==> src/rtl/dtc_pkg.sv <==
// Shared types and helpers for the decision-tree classifier scheduler.
// Holds the FSM state enum, default widths and the round-robin pick function.
package dtc_pkg;

    typedef enum logic [1:0] {
        IDLE = 2'd0,
        EVAL = 2'd1,
        RESP = 2'd2
    } state_t;

    localparam int FEAT_W_DEF  = 12;
    localparam int CLASS_W_DEF = 3;
    localparam int MAX_REQ     = 16;

    typedef struct packed {
        logic       found;
        logic [3:0] idx;
    } pick_t;

    // First set bit of valid[n-1:0] searching ptr, ptr+1, ... with wrap.
    // Walks offsets high to low so the smallest offset is written last.
    function automatic pick_t rr_pick(
        input logic [15:0] valid,
        input logic [3:0]  ptr,
        input int          n
    );
        pick_t r;
        int    j;
        r = '0;
        for (int k = MAX_REQ - 1; k >= 0; k--) begin
            if (k < n) begin
                j = int'(ptr) + k;
                if (j >= n) j = j - n;
                if (valid[j[3:0]]) begin
                    r.found = 1'b1;
                    r.idx   = j[3:0];
                end
            end
        end
        return r;
    endfunction

endpackage

==> src/rtl/dtc_rr_scheduler_arbiter.sv <==
// Combinational round-robin arbiter: one-hot grant and index from valid/ptr.
// Ports: valid, ptr in; found, grant (one-hot or zero), idx out.
module dtc_rr_arbiter
    import dtc_pkg::*;
#(
    parameter int NUM_REQ = 4,
    parameter int ID_W    = (NUM_REQ > 1) ? $clog2(NUM_REQ) : 1
) (
    input  logic [NUM_REQ-1:0] valid,
    input  logic [ID_W-1:0]    ptr,
    output logic               found,
    output logic [NUM_REQ-1:0] grant,
    output logic [ID_W-1:0]    idx
);

    pick_t pick;

    always_comb begin
        pick  = rr_pick(16'(valid), 4'(ptr), NUM_REQ);
        found = pick.found;
        idx   = ID_W'(pick.idx);
        grant = '0;
        if (pick.found) begin
            grant = NUM_REQ'(1) << pick.idx;
        end
    end

endmodule

==> src/rtl/dtc_rr_scheduler.sv <==
// Shares one external combinational classifier among NUM_REQ requesters.
// Ports: clk, rst_n; req_valid/req_ready/req_feat per requester;
// cls_feat/cls_class to the classifier; rsp_valid/rsp_ready/rsp_class/
// rsp_id response side; served_cnt saturating completed-response count.
module dtc_rr_scheduler
    import dtc_pkg::*;
#(
    parameter int NUM_REQ = 4,
    parameter int FEAT_W  = FEAT_W_DEF,
    parameter int CLASS_W = CLASS_W_DEF,
    parameter int CNT_W   = 16,
    parameter int ID_W    = (NUM_REQ > 1) ? $clog2(NUM_REQ) : 1
) (
    input  logic                      clk,
    input  logic                      rst_n,
    input  logic [NUM_REQ-1:0]        req_valid,
    output logic [NUM_REQ-1:0]        req_ready,
    input  logic [NUM_REQ*FEAT_W-1:0] req_feat,
    output logic [FEAT_W-1:0]         cls_feat,
    input  logic [CLASS_W-1:0]        cls_class,
    output logic                      rsp_valid,
    input  logic                      rsp_ready,
    output logic [CLASS_W-1:0]        rsp_class,
    output logic [ID_W-1:0]           rsp_id,
    output logic [CNT_W-1:0]          served_cnt
);

    state_t             state;
    state_t             state_nx;
    logic [ID_W-1:0]    ptr;
    logic [ID_W-1:0]    ptr_nx;
    logic [ID_W-1:0]    id_reg;
    logic               found;
    logic [NUM_REQ-1:0] grant;
    logic [ID_W-1:0]    win_idx;
    logic [FEAT_W-1:0]  win_feat;
    logic               accept;
    logic               done;

    dtc_rr_arbiter #(
        .NUM_REQ (NUM_REQ),
        .ID_W    (ID_W)
    ) u_arb (
        .valid (req_valid),
        .ptr   (ptr),
        .found (found),
        .grant (grant),
        .idx   (win_idx)
    );

    assign win_feat = req_feat[win_idx*FEAT_W +: FEAT_W];
    assign accept   = (state == IDLE) && found;
    assign done     = (state == RESP) && rsp_ready;

    // Start after the requester just served; wraps at NUM_REQ-1.
    assign ptr_nx = (id_reg == ID_W'(NUM_REQ - 1)) ? '0 : id_reg + 1'b1;

    always_ff @(posedge clk or negedge rst_n) begin
        if (!rst_n) begin
            state <= IDLE;
        end else begin
            state <= state_nx;
        end
    end

    always_comb begin
        state_nx  = state;
        req_ready = '0;
        rsp_valid = 1'b0;
        unique case (state)
            IDLE: begin
                if (found) begin
                    req_ready = grant;
                    state_nx  = EVAL;
                end
            end
            EVAL: begin
                state_nx = RESP;
            end
            RESP: begin
                rsp_valid = 1'b1;
                if (rsp_ready) state_nx = IDLE;
            end
            default: begin
                state_nx = IDLE;
            end
        endcase
    end

    always_ff @(posedge clk or negedge rst_n) begin
        if (!rst_n) begin
            ptr        <= '0;
            id_reg     <= '0;
            cls_feat   <= '0;
            rsp_class  <= '0;
            rsp_id     <= '0;
            served_cnt <= '0;
        end else begin
            if (accept) begin
                cls_feat <= win_feat;
                id_reg   <= win_idx;
            end
            if (state == EVAL) begin
                rsp_class <= cls_class;
                rsp_id    <= id_reg;
            end
            if (done) begin
                ptr <= ptr_nx;
                if (served_cnt != '1) begin
                    served_cnt <= served_cnt + 1'b1;
                end
            end
        end
    end

endmodule

==> config.mk <==
export PLATFORM = sky130hd
export DESIGN_NAME = dtc_rr_scheduler
export DESIGN_NICKNAME = d
export VERILOG_FILES = /design/src/rtl/dtc_pkg.sv /design/src/rtl/dtc_rr_scheduler_arbiter.sv /design/src/rtl/dtc_rr_scheduler.sv
export SDC_FILE = /design/constraint.sdc
export NUM_CORES = 1
export LEC_CHECK = 0
export ABC_AREA = 1
export CAP_MARGIN = 10
export CORE_ASPECT_RATIO = 1.5
export CORE_MARGIN = 1.5
export CORE_UTILIZATION = 46
export CTS_BUF_LIST = sky130_fd_sc_hd__clkbuf_8
export DETAILED_ROUTE_END_ITERATION = 6
export PLACE_DENSITY_LB_ADDON = 0.05
export REMOVE_ABC_BUFFERS = 1
export SYNTH_ARGS = -nofsm -noshare
export SYNTH_HDL_FRONTEND = slang
export SYNTH_HIERARCHICAL = 1
export SYNTH_SLANG_ARGS = --single-unit
==> constraint.sdc <==
create_clock -name clk -period 3.3 [get_ports clk]
set_clock_uncertainty 0.15 [all_clocks]
set_input_delay 0.33 -clock clk [delete_from_list [all_inputs] [get_ports clk]]
set_output_delay 0.33 -clock clk [all_outputs]
set_load 0.05 [all_outputs]
After elaboration in Yosys (flattened, before gate mapping)
Index checks and enable logic that the tools add are counted.

Add/subtract/negate cells: 9. Multiply operators: 1. Order comparisons: 8. Equality and inequality tests: 6. Shifts and indexed selects: 2. Multiplexer cells: 23. Reduce and logical (&&, ||, !) cells: 5.

Operators with widths (count): 32-bit by 4-bit >= comparator with 1-bit output (second input constant) (3); 48-bit by 7-bit indexed part select with 12-bit output (1); 4-bit 2-to-1 mux (6); 4-bit by 5-bit less-than comparator with 1-bit output (second input constant) (4); 5-bit 2-to-1 mux (4); 16-bit by 1-bit adder with 16-bit output (second input constant) (1); 1-bit binary-select mux with 4-bit select (4); 16-bit != test (second input constant) (1); 4-bit subtractor (second input constant) (3); 2-bit by 2-bit adder with 3-bit output (second input constant) (2); 2-bit 2-to-1 mux (3); 2-bit case mux with 3 select lines (1); 1-bit 2-to-1 mux (5); 2-bit == test (second input constant) (2); 2-bit by 2-bit multiplier with 4-bit output (second input constant) (1); 2-bit AND reduction (2); 1-bit by 4-bit << shifter with 4-bit output (first input constant) (1); 2-bit by 3-bit subtractor with 4-bit output (second input constant) (1); 2-bit by 1-bit adder with 3-bit output (second input constant) (1); 2-bit by 3-bit >= comparator with 1-bit output (second input constant) (1); 2-bit by 1-bit adder with 2-bit output (second input constant) (1); 2-bit by 1-bit == test with 1-bit output (second input constant) (1); 1-bit logical AND (2); 2-bit logical NOT (1); other kinds (2) (2).

Register bits after elaboration: 39. Input bits: 58. Output and inout bits: 38. Word-level logic and storage cells: 61.

Depth between registers and ports, before layout
Gate-level depths: netlist of run 1.

Word-level depth: 12. Mapped depth: 16. Depth with buffers taken out: 14.

By module
Netlist of run 1, hierarchy kept.

Modules (own cells, without submodules): dtc_rr_scheduler (instances 1, cells each 309, area an instance 2253.4 µm², sequential area each 975.9 µm²); dtc_rr_arbiter (instances 1, cells each 64, area an instance 360.3 µm², sequential area each 0.0 µm²).

Worst setup path before layout of run 1
Ideal clock, no wire load.

Path kind: register -> output. From: register ptr[0]. To: output req_ready[2]. Data arrival time: 2.291 ns. Data required time: 2.820 ns. Setup slack: 0.529 ns. Cell stages (with the launch flop): 14. Path buffers: 0. Cell sequence: dfrtp_1 > inv_2 > ha_1 > inv_1 > nand3_2 > nand3_4 > nand2_1 > inv_1 > nand2_2 > nand2_1 > nand2_2 > nor2_1 > inv_1 > nor2_1.

Cells in the longest elaborated chain, start to end: 12. Elaborated cells between the ends (all ways): 30. Those cells by class: add/sub: 7; order compare: 4; shift: 1; mux: 18.

Ends and longest elaborated chain: from (decl) (RTL line dtc_rr_scheduler.sv:30) `logic [ID_W-1:0] ptr;`; from (signal assigned) (RTL line dtc_rr_scheduler.sv:108) `ptr <= ptr_nx;`; 2-bit by 2-bit adder with 3-bit output (RTL line dtc_pkg.sv:32) `j = int'(ptr) + k;`; 32-bit by 4-bit >= comparator with 1-bit output / 4-bit subtractor (equally long branches) (RTL line dtc_pkg.sv:33) `if (j >= n) j = j - n;`; 4-bit 2-to-1 mux (RTL line dtc_pkg.sv:33); 1-bit binary-select mux with 4-bit select (RTL line dtc_pkg.sv:34) `if (valid[j[3:0]]) begin`; 1-bit 2-to-1 mux (not written as such) (RTL line dtc_pkg.sv:34); 5-bit 2-to-1 mux (3 in series) (RTL line dtc_pkg.sv:34); 5-bit 2-to-1 mux * (RTL line dtc_pkg.sv:34); 1-bit by 4-bit << shifter with 4-bit output * (RTL line dtc_rr_scheduler_arbiter.sv:24) `grant = NUM_REQ'(1) << pick.idx;`; named net grant[2] (RTL line dtc_rr_scheduler.sv:34) `logic [NUM_REQ-1:0] grant;`; 4-bit 2-to-1 mux * (RTL line dtc_rr_scheduler.sv:72) `if (found) begin`; 4-bit 2-to-1 mux * (RTL line dtc_rr_scheduler.sv:70) `unique case (state)`; to (decl) (RTL line dtc_rr_scheduler.sv:17) `output logic [NUM_REQ-1:0] req_ready,`.

Mark *: on every way through the listed nets, which the timed path passes. The rest lies on a longest branch. The select of a mux whose other input is x is not followed.

Final worst setup path of run 1
From: register ptr[0]. To: output req_ready[3].

Cells in the longest elaborated chain, start to end: 12. Elaborated cells between the ends (all ways): 30. Those cells by class: add/sub: 7; order compare: 4; shift: 1; mux: 18.

Ends and longest elaborated chain: 2-bit by 2-bit adder with 3-bit output (RTL line dtc_pkg.sv:32); 32-bit by 4-bit >= comparator with 1-bit output / 4-bit subtractor (equally long branches) (RTL line dtc_pkg.sv:33); 4-bit 2-to-1 mux (RTL line dtc_pkg.sv:33); 1-bit binary-select mux with 4-bit select (RTL line dtc_pkg.sv:34); 1-bit 2-to-1 mux (not written as such) (RTL line dtc_pkg.sv:34); 5-bit 2-to-1 mux (3 in series) (RTL line dtc_pkg.sv:34); 5-bit 2-to-1 mux * (RTL line dtc_pkg.sv:34); named net win_idx[0] (RTL line dtc_rr_scheduler.sv:35) `logic [ID_W-1:0] win_idx;`; 1-bit by 4-bit << shifter with 4-bit output * (RTL line dtc_rr_scheduler_arbiter.sv:24); named net grant[3] (RTL line dtc_rr_scheduler.sv:34); 4-bit 2-to-1 mux * (RTL line dtc_rr_scheduler.sv:72); 4-bit 2-to-1 mux * (RTL line dtc_rr_scheduler.sv:70).

Marks and branches as above.

==> flow_metrics.env, run 1 <==
export IMPL_cts_htree_levels=2
export IMPL_setup_violations=0
export IMPL_finalHoldViolCount=3
export IMPL_regMostFlops="served_cnt"
export IMPL_synth_top_family_by_area="simple AND/OR/NAND/NOR gates"
export IMPL_arrival_ns=2.54
export IMPL_io_buffers=95
export IMPL_vias=2697
export IMPL_post_cts_buffers=0
export IMPL_yosysSeqAreaShare_pct=37.3
export IMPL_highest_layer="met4"
export IMPL_num_io_pins=96
export IMPL_gp_congestion=0.777
export IMPL_path_max_fanout=12
export IMPL_finalCriticalPeriod_ns=3.02
export IMPL_grt_usage_pct=22.6
export IMPL_fin_total_pwr_mw=3.92
export IMPL_syn_instance_count=373
export IMPL_start_util_pct=47.6
export IMPL_seq_area_um2=976
export IMPL_start_kind="register"
export IMPL_worst_pin_slew_ns=0.897
export IMPL_clk_latency_ns=0.29
export IMPL_core_area_um2=5490
export IMPL_design_die_area_um2=6150
export IMPL_r2r_start="ptr[0]"
export IMPL_drv_slew=0
export IMPL_grt_pass1_wl_um=11000
export IMPL_syn_area_per_cell_um2=7.01
export IMPL_drc=0
export IMPL_synth_edf_count=0
export IMPL_r2r_slack_ns=0.55
export IMPL_drtAntennaViolNets=0
export IMPL_drtIter0Drc=131
export IMPL_yosys_mux_area_fraction_pct=2.15
export IMPL_cp_startpoint="ptr[0]"
export IMPL_clock_sinks=39
export IMPL_fmax_mhz=331
export IMPL_viasPerCell=5.02
export IMPL_met1Wirelength_um=2430
export IMPL_clkTransAtPathRegs_ns=0.08
export IMPL_synthDistinctLibCells=29
export IMPL_hold_path_class="primary input to async pin"
export IMPL_first_global_vias=2549
export IMPL_period_share_pct=91.6
export IMPL_setup_tns_ns=0
export IMPL_syn_to_final_growth_pct=42.4
export IMPL_antenna_found_initial=0
export IMPL_clk_path_buf_depth=2
export IMPL_wl_met3_um=357
export IMPL_ys_async_sr_fraction_pct=100
export IMPL_wire_per_inst_um=11.9
export IMPL_rsz0062_at_grt="no"
export IMPL_peakVddDrop_mv=0.571
export IMPL_cp_end_kind="output port"
export IMPL_drive_above_1_share_pct=9.85
export IMPL_largest_reg_flops=16
export IMPL_max_slew_margin_pct=40.2
export IMPL_nets=531
export IMPL_cts_resized=0
export IMPL_critical_path_required_ns=2.82
export IMPL_ys_warn_count=6
export IMPL_reg_largest_list="served_cnt (16), cls_feat (12), rsp_class (3)"
export IMPL_fin_hold_ws_ns=-0.000814
export IMPL_wl_um=6410
export IMPL_die_height_um=95.3
export IMPL_ys_seq_elements=39
export IMPL_diodes=0
export IMPL_synth_simple_area_share_pct=37.1
export IMPL_final_fill_count=486
export IMPL_power_leakage_nw=1.69
export IMPL_cts_made_buffers=5
export IMPL_violations="hold timing"
export IMPL_path_class="register to output port"
export IMPL_first_pass_iters=4
export IMPL_cts_tree="built"
export IMPL_grt_ovfl_total=0
export IMPL_outcome="finished, violations left"
export IMPL_drv_cap=0
export IMPL_synth_xor_area_share_pct=1.34
export IMPL_routed_wl_met2_um=3490
export IMPL_grt_max_degree=40
export IMPL_dp_hpwl_um=5100
export IMPL_synthAdderAreaFrac_pct=3.35
export IMPL_synth_compound_area_share_pct=11.2
export IMPL_syn_area_um2=2610
export IMPL_multiInputGateArea_um2=1440
export IMPL_clockRootBuffer="clkbuf_8"
export IMPL_holdBufCountCts=0
export IMPL_die_w_um=64.5
export IMPL_power_density_nw_per_um2=1050
export IMPL_ys_flop_type="dfrtp_1"
export IMPL_num_rows=33
-- worst paths after layout --
kind                                       end  cells after the start
min in group clk                  cls_feat[11]                      2
worst min-delay path            served_cnt[13]                      1
worst max-delay path              req_ready[3]                     13
worst min register to register    cls_feat[11]                      2
max in group asynchronous          cls_feat[9]                      1
worst max register to register     cls_feat[2]                     14
-- synth_stat cells, drive strengths merged, types with 4 or more instances --
cell / n / share of area (%)
buf: 7 / 1.6
inv: 37 / 5.3
a31oi: 8 / 1.9
dfrtp: 39 / 37
nand2: 107 / 17
o21ai: 34 / 7.1
ha: 7 / 3.4
xnor2: 4 / 1.3
o22ai: 4 / 0.96
nand3: 24 / 6.3
mux2: 5 / 2.2
clkbuf: 4 / 0.57
nand4: 5 / 1.2
nor2: 79 / 12
-- metrics by stage --
step / util (%) / instances / hold slack (ns) / worst slack, ns / instance area (um^2)
5_1_grt: 67.8 / 537 / 0.0793 / 0.123 / 3720
4_1_cts: 67.8 / 537 / 0.0327 / 0.273 / 3720
2_1_floorplan: - / 362 / -0.116 / 0.293 / 2560
3_3_place_gp: 66.2 / 529 / 0.315 / 0.603 / 3630
3_5_place_dp: 66.2 / 529 / 0.324 / 0.548 / 3630
6_report: 67.8 / 537 / -0.000814 / 0.278 / 3720
-- final cells by class --
cell class                 count  share of cell area (%)
clock buffer                   5                    1.85
sequential                    39                    26.2
inverter                      37                    3.73
tap                           70                    2.35
multi-input combinational    286                    38.8
clock inverter                 3                   0.538
timing repair buffer          97                    26.6
-- cell usage in the layout, fill, tap and decap left out, types with 3 or more instances in the layout --
cell,count
a21oi_1,3
inv_1,34
a31oi_1,8
clkbuf_8,5
buf_12,3
nand3_1,18
dfrtp_1,39
clkdlybuf4s50_1,90
buf_4,3
xnor2_1,4
nand3_2,4
nand2_2,7
o21ai_2,4
o22ai_1,4
nand4_1,5
o21ai_0,29
nor2_1,77
inv_2,3
nand2_1,98
ha_1,7
mux2_2,5
-- worst max-delay path, cell delays in order (launching register included) --
cell and delay, ns:
dfrtp_1 0.58, inv_2 0.12, ha_1 0.37, inv_1 0.10, nand3_2 0.10, nand3_4 0.08
a21oi_1 0.16, nand2_1 0.10, nand2_2 0.12, inv_2 0.04, nor2_2 0.07, inv_1 0.04
nor2_1 0.18, buf_12 0.17
-- logic make-up after synthesis --
family	Yosys count
AND/OR/NAND/NOR	219
adder cells (fa/ha/maj)	7
flip-flops	39
AO/OA/AOI/OAI	51
XOR/XNOR	4
multiplexers	5
buffers and inverters	48
-- per-layer routing --
metal / global-route usage, % / vias up
met4: 9.75 / 0
li1: - / 1373
met2: 42.8 / 84
met1: 23.0 / 1228
met3: 5.79 / 12
met5: 0 / -
-- report_power, final --
| part | switching (mW) | internal, mW |
|---|---|---|
| Clock | 0.180 | 0.147 |
| Sequential | 0.174 | 0.668 |
| Combinational | 1.79 | 0.967 |
| Total | 2.14 | 1.78 |
Note: power is estimated with default switching activity, not from simulation.
==> run 2, diff against run 1 <==
Settings changed: CORE_ASPECT_RATIO 1.5 to unset, SLEW_MARGIN set to 20.
==> run 2 against run 1 <==
Effect of this change: the run now ends clean; combinational power grew 1%; via count shrank 0.15%; hold slack gained 0.0056 ns; routed wire length grew 5.9%; core utilization grew 0.43 points; clock power grew 25%; critical path depth is the same; register-to-register slack is essentially flat; final cell count grew 0.56%; global-route usage grew 0.98 points; sequential power shrank 2%; die area shrank 0.15%; critical path type unchanged; critical endpoint unchanged.
==> flow_metrics.env, run 2 (same netlist as run 1, synthesis figures left out) <==
export IMPL_vias=2693
export IMPL_grt_pass1_wl_um=11400
export IMPL_wire_per_inst_um=12.6
export IMPL_drc=0
export IMPL_clockRootBuffer="clkbuf_8"
export IMPL_viasPerCell=4.99
export IMPL_post_cts_buffers=0
export IMPL_fin_total_pwr_mw=4.03
export IMPL_clk_latency_ns=0.30
export IMPL_gp_congestion=0.818
export IMPL_path_buf_inv=5
export IMPL_period_share_pct=87.5
export IMPL_fin_hold_ws_ns=0.00474
export IMPL_design_die_area_um2=6140
export IMPL_setup_tns_ns=0
export IMPL_num_io_pins=96
export IMPL_num_rows=27
export IMPL_core_area_um2=5510
export IMPL_io_buffers=95
export IMPL_drive_above_1_share_pct=10.0
export IMPL_power_density_nw_per_um2=1070
export IMPL_drv_cap=0
export IMPL_drtAntennaViolNets=0
export IMPL_final_fill_count=497
export IMPL_wl_um=6790
export IMPL_power_leakage_nw=1.71
export IMPL_grt_busiest_layer="met2"
export IMPL_multiInputGateArea_um2=1440
export IMPL_hold_path_class="primary input to async pin"
export IMPL_clkTransAtPathRegs_ns=0.08
export IMPL_grt_ovfl_total=0
export IMPL_clock_sinks=39
export IMPL_seq_area_um2=976
export IMPL_grtUsageMet2_pct=41.0
export IMPL_die_w_um=78.4
export IMPL_syn_to_final_growth_pct=43.7
export IMPL_first_global_vias=2581
export IMPL_cts_resized=0
export IMPL_r2r_slack_ns=0.55
export IMPL_outcome="finished clean"
export IMPL_cp_top_family="simple AND/OR/NAND/NOR gates"
export IMPL_antenna_found_initial=0
export IMPL_die_height_um=78.4
export IMPL_layout_commonest_cell="nand2_1"
export IMPL_drv_slew=0
export IMPL_cts_made_buffers=5
export IMPL_start_kind="register"
export IMPL_cp_end_kind="output port"
export IMPL_cp_cell_sequence="inv_1, ha_1, inv_1, nand3_2, nand3_4, a21oi_1, nand2_1, nand2_2, inv_2, nor2_2, inv_1, nor2_1, buf_12"
export IMPL_final_cell_area_um2=3760
export IMPL_largest_reg_flops=16
export IMPL_placed_area_um2=3640
export IMPL_cts_tree="built"
export IMPL_diodes=0
export IMPL_critical_path_required_ns=2.82
export IMPL_finalCriticalPeriod_ns=2.89
export IMPL_fmax_mhz=346
export IMPL_peakVddDrop_mv=0.573
export IMPL_path_class="register to output port"
export IMPL_cp_startpoint="ptr[1]"
export IMPL_reg_largest_list="served_cnt (16), cls_feat (12), rsp_class (3)"
export IMPL_place_ws_ns=0.582
export IMPL_r2r_start="ptr[1]"
export IMPL_drtIter0Drc=93
export IMPL_dp_hpwl_um=5150
export IMPL_path_max_fanout=8
export IMPL_rsz0062_at_grt="no"
export IMPL_nets=532
export IMPL_finalHoldViolCount=0
export IMPL_grt_max_degree=40
export IMPL_first_pass_iters=4
export IMPL_use_met3_pct=5.70
export IMPL_arrival_ns=2.41
export IMPL_slowest_stage="dfrtp_1"
export IMPL_setup_ws_ns=0.413
export IMPL_gr_usage_met1_pct=28.6
export IMPL_critical_path_max_stage_delay_ns=0.48
export IMPL_mostFrequentLayoutCells="nand2_1 (98), clkdlybuf4s50_1 (90), nor2_1 (77), dfrtp_1 (39), inv_1 (34)"
export IMPL_setup_violations=0
export IMPL_crit_top_cell="inv_1"
export IMPL_clk_path_buf_depth=2
export IMPL_max_slew_margin_pct=39.8
export IMPL_regMostFlops="served_cnt"
export IMPL_start_util_pct=47.5
export IMPL_worst_pin_slew_ns=0.904
export IMPL_cts_htree_levels=2
export IMPL_grt_usage_pct=23.5
export IMPL_holdBufCountCts=0
[run 2: cell types whose count changed in the layout (fill, tap and decap cells not counted), sizes merged]
cell | previous run | this run
buf | 7 | 8
bufinv | 0 | 1
clkinvlp | 2 | 0
clkinv | 1 | 2
[run 2: power by group]
| part | internal [mW] | switching (mW) |
|---|---|---|
| Sequential | 0.668 | 0.154 |
| Combinational | 0.975 | 1.82 |
| Clock | 0.225 | 0.184 |
| Total | 1.87 | 2.16 |
[run 2: worst paths after layout]
check | endpoint | cells past startpoint
max in group asynchronous | ptr[1] | 1
hold / removal | cls_feat[1] | 1
setup / recovery | req_ready[3] | 13
setup reg to reg | cls_feat[5] | 14
hold reg to reg | cls_feat[5] | 2
min in group clk | cls_feat[5] | 2
[run 2: routing by layer]
metal	wire length [um]	vias up
met5	0	-
met4	131	0
met3	330	12
met2	3320	71
met1	3000	1232
li1	-	1378
[run 2: final cells by class]
cell class,instances,share of cell area [%]
Inverter,37,3.70
Multi-Input combinational cell,286,38.4
Clock inverter,3,1.17
Tap cell,72,2.40
Timing Repair Buffer,98,26.5
Clock buffer,5,1.83
Sequential cell,39,26.0
[run 2: metrics by stage]
stage / util [%] / instances
3_3_place_gp: 66.2 / 532
3_5_place_dp: 66.2 / 532
2_1_floorplan: - / 362
6_report: 68.2 / 540
5_1_grt: 68.2 / 540
4_1_cts: 68.2 / 540
==> run 3, diff against run 2 <==
--- a/config.mk
+++ b/config.mk
@@ -10,3 +10,3 @@
 export CORE_MARGIN = 1.5
-export CORE_UTILIZATION = 46
+export CORE_UTILIZATION = 45
 export CTS_BUF_LIST = sky130_fd_sc_hd__clkbuf_8
@@ -18,3 +18,2 @@
 export SYNTH_HDL_FRONTEND = slang
-export SYNTH_HIERARCHICAL = 1
 export SYNTH_SLANG_ARGS = --single-unit
==> constraint.sdc (replaced) <==
create_clock -name clk -period 3.3 [get_ports clk]
set_clock_uncertainty 0.15 [all_clocks]
set_input_delay 0.66 -clock clk [delete_from_list [all_inputs] [get_ports clk]]
set_output_delay 0.66 -clock clk [all_outputs]
set_load 0.05 [all_outputs]
==> run 3 against run 2 <==
Effect of this change: non-clock buffer count is 6 higher; flip-flop and latch count is the same; design area is 1.7% lower; first-iteration DRC count grew 19%; largest power group unchanged; core utilization increased by 3.2 points; hold slack improved by 0.33 ns; sequential share of layout area is 0.51 points higher; global-route usage is 0.16 points lower.
==> flow_metrics.env, run 3 <==
export IMPL_outcome="finished clean"
export IMPL_viasPerCell=4.96
export IMPL_ys_seq_elements=39
export IMPL_syn_to_final_growth_pct=50.2
export IMPL_drive_above_1_share_pct=14.2
export IMPL_wire_per_inst_um=12.8
export IMPL_reg_largest_list="served_cnt (16), cls_feat (12), rsp_class (3)"
export IMPL_path_class="register to output port"
export IMPL_grt_usage_pct=23.4
export IMPL_internal_power_mw=2.05
export IMPL_post_synth_top_area_cell="dfrtp_1"
export IMPL_nets=488
export IMPL_synthTopCellsByArea="dfrtp_1 (40%), nand2_1 (14%), nand3_1 (11%)"
export IMPL_power_density_nw_per_um2=1200
export IMPL_power_share_combinational_pct=72.9
export IMPL_grt_pass1_wl_um=11200
export IMPL_cp_end_kind="output port"
export IMPL_antenna_found_initial=0
export IMPL_netSwitchingFraction_pct=53.5
export IMPL_clockRootBuffer="clkbuf_8"
export IMPL_syn_area_per_cell_um2=7.76
export IMPL_power_frac_clock_pct=9.2
export IMPL_finalCriticalPeriod_ns=3.13
export IMPL_regMostFlops="served_cnt"
export IMPL_synthDistinctLibCells=30
export IMPL_mostFrequentLayoutCells="nand2_1 (91), clkdlybuf4s50_1 (90), nand3_1 (55), dfrtp_1 (37), nor2_1 (25)"
export IMPL_path_max_fanout=15
export IMPL_final_cells=494
export IMPL_synth_edf_count=0
export IMPL_clk_latency_ns=0.29
export IMPL_setup_tns_ns=0
export IMPL_fin_total_pwr_mw=4.41
export IMPL_start_kind="register"
export IMPL_dp_hpwl_um=4800
export IMPL_cts_tree="built"
export IMPL_p_switching_mw=2.36
export IMPL_ys_async_sr_fraction_pct=100
export IMPL_peakVddDrop_mv=1.00
export IMPL_start_util_pct=47.5
export IMPL_grt_max_degree=40
export IMPL_synth_common_cells="nand2_1 (91), nand3_1 (55), dfrtp_1 (39), nor2_1 (29), inv_1 (25)"
export IMPL_layout_commonest_cell="nand2_1"
export IMPL_wl_um=6310
export IMPL_design_die_area_um2=5920
export IMPL_fmax_mhz=319
export IMPL_drtAntennaViolNets=0
export IMPL_hold_path_class="primary input to async pin"
export IMPL_vias=2449
export IMPL_seq_area_um2=978
export IMPL_core_area_um2=5170
export IMPL_largest_reg_flops=16
export IMPL_gp_congestion=0.813
export IMPL_clkTransAtPathRegs_ns=0.08
export IMPL_syn_instance_count=317
export IMPL_num_rows=26
export IMPL_seqPwrFrac_pct=17.9
export IMPL_num_io_pins=96
export IMPL_drv_cap=0
export IMPL_diodes=0
export IMPL_grt_ovfl_total=0
export IMPL_worst_pin_slew_ns=0.874
export IMPL_place_inst=484
export IMPL_critical_path_required_ns=2.49
export IMPL_first_pass_iters=4
export IMPL_power_leakage_nw=1.74
export IMPL_ys_flop_type="dfrtp_1"
export IMPL_yosysSeqAreaShare_pct=39.7
export IMPL_die_w_um=76.9
export IMPL_die_height_um=76.9
export IMPL_multiInputGateArea_um2=1350
export IMPL_drv_slew=0
export IMPL_clk_path_buf_depth=2
export IMPL_period_share_pct=94.9
export IMPL_io_buffers=95
export IMPL_finalHoldViolCount=0
export IMPL_arrival_ns=2.32
export IMPL_holdBufCountCts=0
export IMPL_cts_htree_levels=2
export IMPL_drc=0
export IMPL_syn_area_um2=2460
export IMPL_max_slew_margin_pct=41.8
export IMPL_cts_made_buffers=5
export IMPL_rsz0062_at_grt="no"
export IMPL_final_fill_count=401
export IMPL_first_global_vias=2467
export IMPL_setup_violations=0
export IMPL_clock_sinks=39
export IMPL_ys_warn_count=0
export IMPL_final_core_util_pct=71.4
export IMPL_drtIter0Drc=111
export IMPL_yosysMostFrequentCell="nand2_1"
export IMPL_yosysTopAreaCellShare_pct=39.7
run 3: cell count changes in the layout (fill, tap and decap cells not counted), moves of 5 or more:
cell	before	now
nand2_1	98	91
a31oi_1	8	0
nor2_1	77	25
nand3_1	18	55
o21ai_0	29	7
inv_1	34	23
or2_2	0	5
buf_4	4	9
xor2_1	0	9
run 3: final cells by class:
type | count | share of cell area (%)
Multi-Input combinational cell | 245 | 36.7
Timing Repair Buffer | 104 | 28.5
Sequential cell | 39 | 26.5
Inverter | 28 | 2.91
Tap cell | 70 | 2.37
Clock buffer | 5 | 1.86
Clock inverter | 3 | 1.19
run 3: what timing repair did:
| action | in CTS | in global routing |
|---|---|---|
| pin swaps | 0 | 0 |
| setup buffers | 0 | 2 |
| resized for setup | 2 | 9 |
| gates cloned | 0 | 0 |
| endpoints found under the setup margin | 3 | 4 |
run 3: cell families (layout without fill, tap and decap cells):
kind of cell	after synthesis	count (layout)	share of synthesized area, %
muxes	5	5	2.29
DFF	39	39	39.7
xor gates and xnor gates	14	14	4.99
AOI/OAI and AO/OA	11	11	2.90
adders and majority gates	7	7	3.56
and+or+nand+nor	208	208	40.3
buffers and inverters	33	140	6.26
run 3: stage by stage:
stage                     worst slack, ns  cell area [um^2]  hold slack [ns]
final                               0.169              3690            0.330
after detailed placement           0.0999              3540            0.321
after floorplan                   -0.0169              2410            0.214
after global routing              0.00266              3690            0.362
after CTS                         0.00503              3650            0.344
after global placement              0.125              3540            0.313
run 3: worst max-delay path: stages, from the launching register on:
cell,delay [ns]
dfrtp_2,0.43
inv_4,0.09
ha_1,0.34
inv_1,0.10
nand3_1,0.12
inv_1,0.05
nor2_1,0.12
nand2_2,0.08
nand2_1,0.10
nand2_4,0.08
nand2_8,0.12
inv_2,0.11
nor2_4,0.14
buf_12,0.14
run 3: power by group through the flow:
stage,Combinational [mW],Sequential (mW),Clock [mW]
floorplan,1.65,1.24,0
global placement,3.09,0.799,0
detailed placement,3.13,0.810,0
CTS,3.14,0.805,0.415
global route,3.52,0.817,0.435
finish,3.22,0.791,0.406
run 3: per-layer routing:
metal / vias to the layer above / share of wire (%) / global-route usage [%]
met5: - / 0 / 0
met4: 0 / 1.4 / 7.22
met3: 7 / 6.4 / 5.71
met2: 73 / 48 / 39.8
met1: 1129 / 44 / 29.1
li1: 1240 / - / -
run 3: final timing paths:
path                        startpoint      endpoint  slack, ns  depth (start not counted)
setup / recovery                ptr[0]  req_ready[0]       0.17                         13
hold / removal                   rst_n   cls_feat[1]       0.33                          1
setup reg to reg                ptr[0]   cls_feat[7]       0.82                         12
hold reg to reg            cls_feat[0]   cls_feat[0]       0.34                          2
max in group asynchronous        rst_n        ptr[0]       2.07                          1
min in group clk           cls_feat[0]   cls_feat[0]       0.34                          2
